File: config.mk
export PLATFORM = sky130hd
export DESIGN_NAME = ascon_perm_iter
export DESIGN_NICKNAME = d
export VERILOG_FILES = /design/src/rtl/ascon_pack.sv /design/src/rtl/ascon_perm_iter_p.sv /design/src/rtl/ascon_perm_iter.sv
export SDC_FILE = /design/constraint.sdc
export NUM_CORES = 2
export LEC_CHECK = 0
export CORE_AREA = 2 2 328 330
export CTS_CLUSTER_DIAMETER = 80
export DETAILED_ROUTE_END_ITERATION = 6
export DIE_AREA = 0 0 330 332
export GPL_ROUTABILITY_DRIVEN = 0
export SYNTH_ARGS = -nofsm -noshare
export SYNTH_HDL_FRONTEND = slang
export SYNTH_HIERARCHICAL = 1
export SYNTH_SLANG_ARGS = --single-unit
File: constraint.sdc
create_clock -name clock_i -period 2.4 [get_ports clock_i]
set_input_delay 0.48 -clock clock_i [delete_from_list [all_inputs] [get_ports clock_i]]
set_output_delay 0.48 -clock clock_i [all_outputs]
set_load 0.005 [all_outputs]
File: src/rtl/ascon_pack.sv
// Shared types and constants for the ASCON permutation round engine.
package ascon_pack;

  // S0 is element 0, so {S0, S1, S2, S3, S4} concatenates naturally.
  typedef logic [0:4][63:0] type_state;

  localparam logic [3:0] ROUND_START_P12 = 4'd0;
  localparam logic [3:0] ROUND_START_P6  = 4'd6;
  localparam logic [3:0] ROUND_LAST      = 4'd11;

  typedef enum logic [1:0] {
    IDLE = 2'd0,
    RUN  = 2'd1,
    DONE = 2'd2
  } type_fsm;

  function automatic logic [63:0] rotr(input logic [63:0] v, input int unsigned n);
    return (v >> n) | (v << (64 - n));
  endfunction

endpackage

File: src/rtl/ascon_perm_iter_p.sv
// Single combinational ASCON round: constant addition, bitsliced 5-bit S-box,
// and the per-word linear diffusion layer.
module ascon_perm_iter_p
  import ascon_pack::*;
(
  input  type_state  pin_i,
  input  logic [3:0] round_i,
  output type_state  pout_o
);

  logic [7:0]  rc;
  logic [63:0] a0, a1, a2, a3, a4;
  logic [63:0] b0, b1, b2, b3, b4;
  logic [63:0] c0, c1, c2, c3, c4;

  assign rc = {4'hf - round_i, round_i};

  // Round constant folded into the S-box input xors on S2.
  assign a0 = pin_i[0] ^ pin_i[4];
  assign a1 = pin_i[1];
  assign a2 = pin_i[2] ^ {56'd0, rc} ^ pin_i[1];
  assign a3 = pin_i[3];
  assign a4 = pin_i[4] ^ pin_i[3];

  assign b0 = a0 ^ (~a1 & a2);
  assign b1 = a1 ^ (~a2 & a3);
  assign b2 = a2 ^ (~a3 & a4);
  assign b3 = a3 ^ (~a4 & a0);
  assign b4 = a4 ^ (~a0 & a1);

  assign c0 = b0 ^ b4;
  assign c1 = b1 ^ b0;
  assign c2 = ~b2;
  assign c3 = b3 ^ b2;
  assign c4 = b4;

  assign pout_o[0] = c0 ^ rotr(c0, 19) ^ rotr(c0, 28);
  assign pout_o[1] = c1 ^ rotr(c1, 61) ^ rotr(c1, 39);
  assign pout_o[2] = c2 ^ rotr(c2, 1)  ^ rotr(c2, 6);
  assign pout_o[3] = c3 ^ rotr(c3, 10) ^ rotr(c3, 17);
  assign pout_o[4] = c4 ^ rotr(c4, 7)  ^ rotr(c4, 41);

endmodule

File: src/rtl/ascon_perm_iter.sv
// Iterative ASCON p12/p6 engine, one round per clock.
// Optional key latch and final-round S3/S4 key XOR under ASCON_PERM_KEY_XOR_EN.
//
// state | meaning
// IDLE  | waiting for start_i; state_o holds last result
// RUN   | one round per cycle, cnt = round index
// DONE  | single-cycle done_o pulse with the result in state_o
module ascon_perm_iter
  import ascon_pack::*;
(
  input  logic         clock_i,
  input  logic         resetb_i,
  input  logic         start_i,
  input  logic         p6_i,
  input  type_state    state_i,
  input  logic [63:0]  data_i,
  input  logic         xor_data_i,
  input  logic [127:0] key_i,
  input  logic         xor_key_i,
  output type_state    state_o,
  output logic         busy_o,
  output logic         done_o,
  output logic [3:0]   round_o
);

  type_fsm    fsm_q, fsm_d;
  type_state  state_q, state_d, p_out;
  logic [3:0] cnt_q, cnt_d;

  ascon_perm_iter_p u_round (
    .pin_i   (state_q),
    .round_i (cnt_q),
    .pout_o  (p_out)
  );

`ifdef ASCON_PERM_KEY_XOR_EN
  logic [127:0] key_q;
  logic         xor_key_q;

  always_ff @(posedge clock_i or negedge resetb_i) begin
    if (!resetb_i) begin
      key_q     <= '0;
      xor_key_q <= 1'b0;
    end else if (fsm_q == IDLE && start_i) begin
      key_q     <= key_i;
      xor_key_q <= xor_key_i;
    end
  end
`else
  logic unused_key;
  assign unused_key = ^{key_i, xor_key_i};
`endif

  always_ff @(posedge clock_i or negedge resetb_i) begin
    if (!resetb_i) begin
      fsm_q   <= IDLE;
      state_q <= '0;
      cnt_q   <= '0;
    end else begin
      fsm_q   <= fsm_d;
      state_q <= state_d;
      cnt_q   <= cnt_d;
    end
  end

  always_comb begin
    fsm_d   = fsm_q;
    state_d = state_q;
    cnt_d   = cnt_q;
    busy_o  = 1'b0;
    done_o  = 1'b0;
    case (fsm_q)
      IDLE: begin
        if (start_i) begin
          state_d = state_i;
          if (xor_data_i) state_d[0] = state_i[0] ^ data_i;
          cnt_d = p6_i ? ROUND_START_P6 : ROUND_START_P12;
          fsm_d = RUN;
        end
      end
      RUN: begin
        busy_o  = 1'b1;
        state_d = p_out;
        if (cnt_q == ROUND_LAST) begin
`ifdef ASCON_PERM_KEY_XOR_EN
          if (xor_key_q) begin
            state_d[3] = p_out[3] ^ key_q[127:64];
            state_d[4] = p_out[4] ^ key_q[63:0];
          end
`endif
          fsm_d = DONE;
        end else begin
          cnt_d = cnt_q + 4'd1;
        end
      end
      DONE: begin
        done_o = 1'b1;
        fsm_d  = IDLE;
      end
      default: fsm_d = IDLE;
    endcase
  end

  assign state_o = state_q;
  assign round_o = cnt_q;

endmodule
After elaboration in Yosys (flattened, before gate mapping)
Index checks and enable logic that the tools add are counted.

word-level totals
  word-level logic and storage cells = 76
  memories = 0
  bits in registers = 326
  input bits = 518
  bits in latches = 0
  bits in writable memories = 0
  output and inout port bits = 326
  bits in read-only memories = 0

operators by class
  mux-type cells = 12
  reduce and logical (&&, ||, !) cells = 5
  multiply operators = 0
  bitwise operators = 44
  $lt $le $gt $ge = 0
  equal/unequal tests = 6
  div/mod/pow operators = 0
  add/sub/neg operators = 2
  shift operators = 0

operators with widths
  operator                                       count
  XOR 64 bit                                     22
  case mux 320 bit (2 select lines)              1
  inverter 64 bit                                6
  bitwise AND 64 bit                             5
  2-to-1 mux 320 bit                             1
  2-to-1 mux 64 bit                              1
  bitwise OR 23 x 64 -> 64 bit                   1
  bitwise OR 25 x 64 -> 64 bit                   1
  bitwise OR 3 x 64 -> 64 bit                    1
  bitwise OR 36 x 64 -> 64 bit                   1
  bitwise OR 45 x 64 -> 64 bit                   1
  bitwise OR 47 x 64 -> 64 bit                   1
  bitwise OR 54 x 64 -> 64 bit                   1
  bitwise OR 57 x 64 -> 64 bit                   1
  bitwise OR 58 x 64 -> 64 bit                   1
  bitwise OR 63 x 64 -> 64 bit                   1
  XOR 64 x 8 -> 64 bit                           1
  2-to-1 mux 4 bit                               2
  case mux 4 bit (2 select lines)                1
  inequality test 2 bit (second input constant)  3
  adder 4 x 1 -> 4 bit (second input constant)   1
  equality test 4 bit (second input constant)    1
  2-to-1 mux 2 bit                               2
  case mux 2 bit (2 select lines)                1
  9 further kinds                                11

Depth between registers and ports, before layout
  word-level depth = 11
  depth in mapped cells = 7
  depth with buffers taken out = 7

Hierarchy
The synthesis kept the hierarchy.

modules (own cells, without submodules)
  module             area each (sq um)  times used  sequential area each (sq um)  cells an instance
  ascon_perm_iter_p  15,907.8           1           0.0                           1,597
  ascon_perm_iter    15,686.3           1           8,157.8                       1,840

Worst setup path after synthesis
Ideal clock, no wire load.

  path type = register -> register
  start point = reg cnt_q[3] (netlist: round_o[3])
  end point = reg state_q, in the netlist state_o[121]
  setup slack = 0.205 ns
  cell stages (with the launch flop) = 8
  required time = 2.270 ns
  library setup time = 0.130 ns
  arrival = 2.066 ns
  period minus slack after synthesis = 2.195 ns
  buffers on the path = 0
  cells stage by stage = dfrtp_1 -> xor2_1 -> ha_1 -> xnor2_1 -> xnor2_1 -> xnor3_1 -> nand2_1 -> a31oi_1

RTL lines
  what                      line                   text
  start: declaration        ascon_perm_iter.sv:28  logic [3:0] cnt_q, cnt_d;
  start signal: assignment  ascon_perm_iter.sv:62  cnt_q <= cnt_d;
  end signal: assignment    ascon_perm_iter.sv:61  state_q <= state_d;
  end: declaration          ascon_perm_iter.sv:27  type_state state_q, state_d, p_out;

==> results by group <==
Logic synthesis
  – #FFs+latches synth: between 300 and 400
  – Average cell area after synthesis: around 9.2 sq um
  – Dominant cell type by area after synthesis: sky130_fd_sc_hd__dfrtp_1
  – Count of cell types in the netlist: 42
  – Fraction of synthesis flops using an asynchronous set or reset pin: 1.00
  – Number of warnings reported in the yosys synthesis log: 6
  – Cell types occupying the most area after synthesis: sky130_fd_sc_hd__dfrtp_1 26%, sky130_fd_sc_hd__xnor3_1 16%, sky130_fd_sc_hd__xnor2_1 14%, sky130_fd_sc_hd__nand2_1 9.3%, sky130_fd_sc_hd__ha_1 5.1%
  – Cell count after synthesis: between 3,000 and 4,000
  – Combined area of all synthesized cells: 31,600 sq um
  – Proportion of synthesized chip area in sequential cells: 0.258
  – Flip-flop cell with the highest count after synthesis: sky130_fd_sc_hd__dfrtp_1
  – Number of enable-type register cells in the synthesized netlist: 0
  – Post-Synthesis Net Count: 4,084
  – Share of the synthesized area in the top cell type: 0.258

Timing
  – Tcrit/Tclk final: 0.995
  – Final worst clock skew: roughly 0.020 ns
  – Max-Slew Margin vs Limit: 0.340
  – Endpoints failing setup: 0
  – Transition time at the pin with the least slew margin: 0.984 ns
  – Final count of pins violating max slew: 0
  – Time the final worst path needs with I/O delays and setup: 2.39 ns
  – Setup repair after global routing missed its margin: true
  – Max Clk Rate: 0.419 GHz
  – Number of hold-slack violations in the final timing report: 0

Route
  – Via density per instance: between 5 and 6
  – Post-Route WL: 181 mm
  – Final routed DRC violation total: 79
  – Pre-Repair DR Iteration Count: 7
  – Post-route ant nets: 0
  – Average wire per cell in the routed design: 29.4 um
  – Starting DRC count in detailed routing: 3,249
  – Total vias in the final route: between 30,000 and 40,000

Worst hold path
  – Worst hold path endpoint: state_o[63]
  – Worst Min Path Start: state_i[63]
  – Hold path cells: 3
  – Path type of the worst min-delay path: in -> reg

Setup path
  – Worst setup startpoint: state_o[28]
  – Worst path slowest cell: sky130_fd_sc_hd__xnor2_1
  – RR Startpoint: state_o[28]
  – Depth of the worst register-to-register path: 6
  – Launching element type of the critical path: flip-flop
  – Slowest Stage Delay on Critical Path: 0.78 ns
  – Internal reg-to-reg setup slack: 0.01 ns
  – Arrival time at the worst endpoint: 2.85 ns
  – Kind of end point of the critical path: flip-flop
  – Cell chain of the critical path: xnor2_1 -> xnor2_1 -> xnor2_1 -> xnor3_1 -> nand2_1 -> a31oi_1
  – Endpoint of the most critical register-to-register path: state_o[245]
  – Cell class contributing the biggest share of worst-path delay: XOR/XNOR gates
  – Type of the worst setup path: reg -> reg
  – Maximum fanout along the worst path: 5
  – Cell repeated most along the worst path: sky130_fd_sc_hd__xnor2_1
  – Required time of the worst setup path: ~2.9 ns
  – CP Buf/Inv Count: 0

GRT
  – Vias in the first global route: 30,900
  – Total congestion overflow after global routing: 0
  – Number of antenna violations at the first check in global routing: 11
  – Most heavily used metal layer in global routing: met2
  – Met1 track demand over resource: 0.377
  – Met3 Use GR: 0.124
  – Overall Global Routing Usage: 0.320
  – Fraction of met2 tracks used by global routing: 0.497
  – Wire length of the first global-routing pass: 243 mm
  – Pin count of the biggest net entering global routing: 120

Cells and area
  – Share of post-route cells with drive strength above 1: 0.190
  – Fin area: 47,300 sq um
  – P&R area growth vs syn: 49.8%
  – Final nets: 5,365

CTS
  – Clock network latency to the later pin of the worst-skew pair: 0.60 ns
  – H-tree depth: 2
  – Maximum clock path buffer count: 3
  – Number of buffers inserted during clock tree synthesis: 45
  – Number of clock sinks seen by CTS: 326
  – Register clock-pin slew on the reported worst setup and hold paths: approximately 0.06 ns
  – Clock tree from TritonCTS: built
  – Root Driver: sky130_fd_sc_hd__clkbuf_16

Status
  – Outcome: finished, violations left
  – Violations in the final reports: DRC

Placed design
  – Port Buffer Count: 714
  – Placed cell area: 45,100 sq um
  – HPWL after detailed placement: 151 mm

Die
  – Effective utilization at floorplan: 0.297
  – Total die area: about 110,000 sq um
  – Core box area: 106,000 sq um
  – Number of rows created at floorplan: 120
  – Overall die width: 330 um
  – I/O pin count: 844
  – Die span in y: about 330 um

Run
  – Total of max-cap violations: 0
[how the worst max path moves through the flow]
stage | end | slack, ns | cells after the start
after floorplan | state_o[121] | 0.20 | 7
after global placement | state_o[288] | -0.08 | 7
after detailed placement | state_o[296] | -0.07 | 9
after CTS | state_o[259] | -0.03 | 9
after global routing | state_o[265] | -0.0007 | 8
final | state_o[245] | 0.01 | 6
[worst register-to-register path, delay by kind of cell, from the launching register on]
kind	cells	cell delay, ns
XOR/XNOR	4	1.57
flip-flops	1	0.45
AND/OR/NAND/NOR	1	0.15
AO/OA/AOI/OAI	1	0.10
[placed cells by master (no fill, tap or decap), types with 36 or more instances in the layout]
cell	synthesis	routed
sky130_fd_sc_hd__buf_4	28	624
sky130_fd_sc_hd__clkbuf_16	0	45
sky130_fd_sc_hd__nor2_1	410	410
sky130_fd_sc_hd__xnor3_1	225	224
sky130_fd_sc_hd__ha_1	129	120
sky130_fd_sc_hd__o21ai_0	36	36
sky130_fd_sc_hd__xor2_1	169	158
sky130_fd_sc_hd__buf_12	1	42
sky130_fd_sc_hd__a31oi_1	256	256
sky130_fd_sc_hd__xnor2_2	52	105
sky130_fd_sc_hd__inv_1	140	140
sky130_fd_sc_hd__nor3b_1	64	49
sky130_fd_sc_hd__xnor2_1	490	437
sky130_fd_sc_hd__a21oi_1	78	78
sky130_fd_sc_hd__nand2_1	779	779
sky130_fd_sc_hd__dfrtp_1	326	317
sky130_fd_sc_hd__a211oi_1	64	64
sky130_fd_sc_hd__clkdlybuf4s50_1	0	709
[metrics by stage]
stage               hold WS (ns)  instances  setup TNS [ns]  setup slack [ns]   util
CTS                        0.430       6144         -0.0811           -0.0289  0.439
finish                     0.444       6157               0            0.0117  0.445
detailed placement         0.531       6060          -0.668           -0.0693  0.424
floorplan                  0.184       3437               0             0.205      -
global route               0.443       6155        -0.00115         -0.000719  0.445
global placement           0.527       6060          -0.344           -0.0840  0.424
[Yosys cell counts, types with 2 or more instances]
master	instances
sky130_fd_sc_hd__xnor2_2	52
sky130_fd_sc_hd__xor3_1	31
sky130_fd_sc_hd__nand2_1	779
sky130_fd_sc_hd__buf_1	2
sky130_fd_sc_hd__a21oi_1	78
sky130_fd_sc_hd__a211oi_1	64
sky130_fd_sc_hd__clkbuf_1	18
sky130_fd_sc_hd__xor2_2	6
sky130_fd_sc_hd__maj3_2	2
sky130_fd_sc_hd__buf_2	88
sky130_fd_sc_hd__xor2_1	169
sky130_fd_sc_hd__maj3_1	10
sky130_fd_sc_hd__ha_1	129
sky130_fd_sc_hd__buf_6	10
sky130_fd_sc_hd__mux2i_1	5
sky130_fd_sc_hd__xnor2_1	490
sky130_fd_sc_hd__nand3_1	2
sky130_fd_sc_hd__o21ai_0	36
sky130_fd_sc_hd__buf_4	28
sky130_fd_sc_hd__nor3b_1	64
sky130_fd_sc_hd__nor2_1	410
sky130_fd_sc_hd__dfrtp_1	326
sky130_fd_sc_hd__a31oi_1	256
sky130_fd_sc_hd__xnor3_1	225
sky130_fd_sc_hd__inv_1	140
[logic make-up after synthesis]
logic type      count (synthesis)  synth area share
compound gates                440            0.0856
xor+xnor                      973             0.396
fa+ha+maj                     141            0.0550
buf+inv                       289            0.0446
flops                         326             0.258
mux                             5           0.00158
simple gates                 1263             0.159
[metal layers]
layer,part of all wire,up-vias
met4,0.070,14
met2,0.44,1767
li1,-,13900
met1,0.36,15400
met3,0.12,455
met5,0.00046,-
[registers in the layout (all words and copies together) (netlist names)]
name     count
state_o    320
fsm_q        2
round_o      4
[final cells by class]
class | count | area (sq um)
sequential | 326 | 8170
fill | 10400 | 59000
antenna | 4 | 10.0
tap | 1403 | 1760
inverter | 141 | 537
timing repair buffer | 1382 | 12700
clock buffer | 68 | 1340
clock inverter | 11 | 144
multi-input combinational | 2822 | 22700
[timing repair]
action	4_1_cts	5_1_grt
hold endpoints to repair	40	0
cloned	0	0
pin swaps	3	13
setup buffers	4	9
hold buffers	1	0
resized for setup	18	84
endpoints found under the setup margin	29	56
Power is not shown: default switching activity piles up to over one toggle a cycle in this logic, so the estimate is an artifact.
